`config.mk`:
```
export PLATFORM = sky130hd
export DESIGN_NAME = serial_adder
export DESIGN_NICKNAME = d
export VERILOG_FILES = /design/src/rtl/serial_adder.sv
export SDC_FILE = /design/constraint.sdc
export NUM_CORES = 1
export LEC_CHECK = 0
export ABC_CLOCK_PERIOD_IN_PS = 3910
export CAP_MARGIN = 20
export CORE_ASPECT_RATIO = 0.8
export CORE_MARGIN = 4
export CORE_UTILIZATION = 53
export DETAILED_ROUTE_END_ITERATION = 12
export GPL_TIMING_DRIVEN = 0
export PLACE_DENSITY = 0.91
export SYNTH_ARGS = -nofsm -noshare
export SYNTH_HDL_FRONTEND = slang
export SYNTH_SLANG_ARGS = --single-unit
```
`constraint.sdc`:
```
create_clock -name clk -period 3.91 [get_ports clk]
set_input_delay 0.5865 -clock clk [delete_from_list [all_inputs] [get_ports clk]]
set_output_delay 0.5865 -clock clk [all_outputs]
set_load 0.05 [all_outputs]
```
`src/rtl/serial_adder.sv`:
```
// Bit-serial adder: one full-adder cell, LSB first, WIDTH clocks per result.
// Define SERIAL_ADDER_OVF_EN to add the signed-overflow output ovf.

module full_adder (
    input  logic a_i,
    input  logic b_i,
    input  logic c_i,
    output logic s_o,
    output logic co_o
);
    assign s_o  = a_i ^ b_i ^ c_i;
    assign co_o = (a_i & b_i) | (a_i & c_i) | (b_i & c_i);
endmodule

module serial_adder #(
    parameter int WIDTH = 8
) (
    input  logic             clk,
    input  logic             reset,
    input  logic             start,
    input  logic [WIDTH-1:0] a,
    input  logic [WIDTH-1:0] b,
    input  logic             cin,
    output logic             busy,
    output logic             done,
    output logic [WIDTH-1:0] sum,
    output logic             cout
`ifdef SERIAL_ADDER_OVF_EN
    ,
    output logic             ovf
`endif
);
    localparam int CNT_W = $clog2(WIDTH + 1);

    typedef enum logic [1:0] {IDLE, SHIFT, DONE} state_t;

    state_t             state_q;
    logic [WIDTH-1:0]   a_q, b_q, sum_q;
    logic [WIDTH-1:0]   a_d, b_d, sum_d;
    logic [CNT_W-1:0]   cnt_q, cnt_d;
    logic               carry_q, cout_q, busy_q, done_q;
    logic               fa_s, fa_co, last_shift;
`ifdef SERIAL_ADDER_OVF_EN
    logic               ovf_q;
`endif

    full_adder u_fa (
        .a_i  (a_q[0]),
        .b_i  (b_q[0]),
        .c_i  (carry_q),
        .s_o  (fa_s),
        .co_o (fa_co)
    );

    assign a_d        = a_q >> 1;
    assign b_d        = b_q >> 1;
    assign sum_d      = {fa_s, sum_q[WIDTH-1:1]};
    assign cnt_d      = cnt_q + CNT_W'(1);
    assign last_shift = (cnt_q == CNT_W'(WIDTH - 1));

    always_ff @(posedge clk or posedge reset) begin
        if (reset) begin
            state_q <= IDLE;
            a_q     <= '0;
            b_q     <= '0;
            sum_q   <= '0;
            cnt_q   <= '0;
            carry_q <= 1'b0;
            cout_q  <= 1'b0;
            busy_q  <= 1'b0;
            done_q  <= 1'b0;
`ifdef SERIAL_ADDER_OVF_EN
            ovf_q   <= 1'b0;
`endif
        end else begin
            case (state_q)
                IDLE, DONE: begin
                    done_q <= 1'b0;
                    if (start) begin
                        a_q     <= a;
                        b_q     <= b;
                        carry_q <= cin;
                        cnt_q   <= '0;
                        busy_q  <= 1'b1;
                        state_q <= SHIFT;
                    end else begin
                        busy_q  <= 1'b0;
                        state_q <= IDLE;
                    end
                end
                SHIFT: begin
                    a_q     <= a_d;
                    b_q     <= b_d;
                    sum_q   <= sum_d;
                    carry_q <= fa_co;
                    cnt_q   <= cnt_d;
                    // carry_q here is the carry into the MSB on the final shift
                    if (last_shift) begin
                        cout_q  <= fa_co;
`ifdef SERIAL_ADDER_OVF_EN
                        ovf_q   <= carry_q ^ fa_co;
`endif
                        busy_q  <= 1'b0;
                        done_q  <= 1'b1;
                        state_q <= DONE;
                    end
                end
                default: begin
                    busy_q  <= 1'b0;
                    done_q  <= 1'b0;
                    state_q <= IDLE;
                end
            endcase
        end
    end

    assign busy = busy_q;
    assign done = done_q;
    assign sum  = sum_q;
    assign cout = cout_q;
`ifdef SERIAL_ADDER_OVF_EN
    assign ovf  = ovf_q;
`endif

endmodule

```
# Yosys cells after proc, flatten, opt, wreduce, memory -nomap -nowiden
# Cells that the tools add are included.
[word_totals]
regBits = 34
inputBits = 20
out_inout_bits = 11
wordCells = 43
[classes]
add_sub_neg = 1
n_eq_ne = 5
n_mux = 16
bitwise = 7
n_reduce_logical = 5
[ops]
columns = ["cell", "n"]
rows = [
  ["$pmux 8 s2", 2],
  ["$mux 8", 2],
  ["$pmux 4 s2", 1],
  ["$mux 1", 6],
  ["$add 4x1->4 const B", 1],
  ["$eq 4x3->1 const B", 1],
  ["$mux 4", 1],
  ["$ne 2x2->1 const B", 2],
  ["$pmux 1 s2", 2],
  ["$pmux 2 s2", 1],
  ["$reduce_and 2->1", 2],
  ["$and 1x1->1", 3],
  ["$eq 2x1->1 const B", 1],
  ["$eq 2x2->1 const B", 1],
  ["$logic_not 2->1", 1],
  ["$mux 2", 1],
  ["$or 1x1->1", 2],
  ["$reduce_bool 2->1", 1],
  ["$reduce_or 2->1", 1],
  ["$xor 1x1->1", 2],
]

# Logic depth before layout (Yosys ltp)
[depth]
word_depth = 4
depth_mapped = 5
ltp_nobuf = 4

# Hierarchy
# Synthesis repeated with hierarchy kept, for this count alone.
[hier_totals]
cells_unflattened = 98
area_unflattened_um2 = 1387.6
[modules_own_cells]
columns = ["module", "instances", "cells_each", "area_each_um2", "seq_area_each_um2"]
rows = [
  ["serial_adder", 1, 97, 1367.6, 825.8],
  ["full_adder", 1, 1, 20.0, 0.0],
]

# Least setup slack after synthesis
# Ideal clock, no wire load.
[synth_timing]
path_kind = "register -> register"
startpoint = "register, netlist name done"
endpoint = "register b_q[0]"
setup_ps = 118
arrival_time_ps = 1359
t_required_ps = 3792
slack_ps = 2433
path_stages_with_launch = 6
n_path_buf = 2
period_less_slack_ps = 1477
path_cell_list = "dfrtp_1 nor2b_4 buf_6 buf_6 a22o_1 a21o_1"
[synth_rtl]
columns = ["element", "line", "text"]
rows = [
  ["to (signal assigned)", "65", "b_q <= '0;"],
  ["to (signal assigned)", "81", "b_q <= b;"],
  ["to (signal assigned)", "93", "b_q <= b_d;"],
  ["to (decl)", "38", "logic [WIDTH-1:0] a_q, b_q, sum_q;"],
]

# Final worst setup path
[layout_timing]
startpoint = "register done_q, in the netlist done"
endpoint = "output port done"
[layout_rtl]
columns = ["element", "line", "text"]
rows = [
  ["from (decl)", "41", "logic carry_q, cout_q, busy_q, done_q;"],
  ["from (signal assigned)", "71", "done_q <= 1'b0;"],
  ["from (signal assigned)", "78", "done_q <= 1'b0;"],
  ["from (signal assigned)", "104", "done_q <= 1'b1;"],
  ["to (decl)", "25", "output logic done,"],
]
# No word-level cell between the ends.

==> impl_metrics.tcl <==
set metrics [dict create \
    status "finished, final reports clean" \
    dp_slack_ns 1.932 \
    power_density_mw_per_mm2 857.9 \
    grt_pass1_vias 1107 \
    clk_latency_ns 0.33 \
    max_slew.worst_pin.slew_ns 0.6462 \
    route.detailed.drc 0 \
    final_common_cell "dfrtp_1" \
    vias 1023 \
    cp.arrival_ns 1.57 \
    std_cell_rows 16 \
    grt.total_usage_pct 19.41 \
    vias_per_cell 5.356 \
    grt_overflow 0 \
    clock_skew_ns 0.004050 \
    worstSetupPathType "flip-flop to output pin" \
    min-delay-path-class "flip-flop to flip-flop" \
    grt_pass1_wl_um 4954 \
    dp_hpwl_um 2130 \
    cts_buffer_depth 2 \
    period_minus_slack_ns 2.161 \
    synthTopCellsByArea "dfrtp_1 59%, a22o_1 11%, a21o_1 9.1%, nand2_1 6.4%, buf_6 1.6%" \
    root_buffer "clkbuf_4" \
    hold_viol_final 0 \
    slew_headroom_pct 56.87 \
    syn-instance-count 116 \
    yosysSeqAreaShare_pct 58.88 \
    fillers 178 \
    final_nets 176 \
    cts_resized 0 \
    core_mm2 0.002482 \
    startpoint_type "flip-flop" \
    cp_max_fo 3 \
    antenna_cells 0 \
    power.leakage_nw 0.9603 \
    initial_core_util_pct 56.50 \
    final_cells 191 \
    cts.sinks 33 \
    synth-seq-cells 33 \
    dp.cells 183 \
    die_x_um 65.52 \
    mostFrequentLayoutCells "33 x dfrtp_1, 30 x clkdlybuf4s50_1, 24 x nand2_1" \
    placed_cell_area_mm2 0.001775 \
    finalSetupViolations 0 \
    setup_tns_ns 0 \
    cpMaxStageDelayCell "clkdlybuf4s50_1" \
    grt_max_degree 20 \
    io_pins 31 \
    antenna_found_initial 0 \
    max_freq_mhz 462.8 \
    rsz0062_at_grt "no" \
    gp_congestion 0.7467 \
    fin_area_mm2 0.001827 \
    wire_per_inst_um 14.99 \
    cts_max_level 2 \
    cp-end-kind "output pin" \
    crit_path_cell_trace "clkdlybuf4s50_1" \
    final_max_slew_viol_count 0 \
    post_cts_buffers 0 \
    synth_area_mm2 0.001403 \
    required_ns 3.32 \
    yosysUniqueCellTypes 21 \
    hold_buffers 0 \
    ant_nets 0 \
    drive_gt1_share_pct 12.90 \
    dr.pass1.iters 4 \
    initialDrtViolationCount 32 \
    setup_slack_ns 1.749 \
    die-area_mm2 0.003538 \
    cts_tree "yes" \
    cts.reportedPaths.clkPinSlew_ns 0.10 \
    fp.dieH_um 54.01 \
    ir_drop_uv 455.8 \
    slowest_delay_ns 0.83 \
    ys_warn_count 0 \
    cp_num_buf_inv 1 \
    yosysTopAreaCell "dfrtp_1" \
    drv_cap 0 \
    fin_util_pct 73.59 \
    critPathTopFamily "buffers and inverters" \
    areaGrowthSynthToFinish_pct 30.24 \
    wl_um 2864 \
    synthesis.nets 138 \
    synth_top_area_share_pct 58.88 \
    min_period_over_period_pct 55.26 \
    synth_area_per_cell_um2 12.09 \
    cts_buffers 5 \
    port-buffer-count 30 \
]
flip-flops by register name (all words and copies together), names as in the netlist:
register  cells
a_q           8
b_q           8
busy          1
carry_q       1
cnt_q         4
cout          1
done          1
state_q       1
sum           8
metrics by stage:
step	hold slack, ns	power [mW]
5_1_grt	0.5052	1.677
6_report	0.4861	1.567
3_5_place_dp	0.4654	1.399
4_1_cts	0.4869	1.579
3_3_place_gp	0.4526	1.351
2_1_floorplan	0.4373	1.164
cell families (layout without fill, tap and decap cells):
group | after synthesis | in the layout | share of synthesized area, %
and+or+nand+nor | 33 | 33 | 10.97
muxes | 4 | 4 | 3.033
DFF | 33 | 33 | 58.88
buffers and inverters | 8 | 47 | 3.836
adders and majority gates | 2 | 2 | 2.319
AOI/OAI and AO/OA | 36 | 36 | 20.96
power breakdown:
group	internal, mW	switching (mW)	leakage, nW	total (mW)
clock network	0.0684	0.111	0.0320	0.179
logic	0.353	0.437	0.512	0.791
registers	0.494	0.103	0.417	0.597
total	0.916	0.651	0.960	1.57
worst paths after layout:
| kind | from | to | slack (ns) | cells after the start |
|---|---|---|---|---|
| max in group asynchronous | reset | b_q[6] | 2.76 | 3 |
| max | done | done | 1.75 | 1 |
| max reg2reg | cnt_q[1] | cout | 2.51 | 4 |
| min in group asynchronous | reset | sum[5] | 0.63 | 2 |
| min | b_q[3] | b_q[3] | 0.49 | 1 |
| min reg2reg | b_q[3] | b_q[3] | 0.49 | 1 |
layout make-up:
type	instances	area [um2]	share of cell area [%]
buffer	7	50.05	2.740
clock buffer	6	41.29	2.260
clock inverter	2	10.01	0.5479
inverter	1	3.754	0.2055
multi-input combinational	75	523.0	28.63
sequential	33	825.8	45.21
tap	36	45.04	2.466
timing repair buffer	31	327.8	17.95
synth_stat cells:
cell type / count
nand2b_1: 2
nand2_1: 24
a21o_1: 17
ha_1: 1
nor2b_1: 1
fa_1: 1
a22o_1: 18
buf_6: 2
inv_1: 1
nor2_2: 1
a31o_2: 1
nor3b_1: 1
mux2_2: 2
dfrtp_1: 33
buf_2: 4
nand3b_1: 1
mux2i_1: 2
nor2b_4: 1
nor2_1: 1
nand4_1: 1
buf_4: 1
routing by layer:
layer | up-vias | track usage [%] | routed length, um
li1 | 483 | - | -
met1 | 505 | 22.92 | 1235
met2 | 29 | 32.94 | 1452
met3 | 6 | 7.516 | 130
met4 | 0 | 6.552 | 47
met5 | - | 0 | 0
Power figures use the tool's default switching activity.
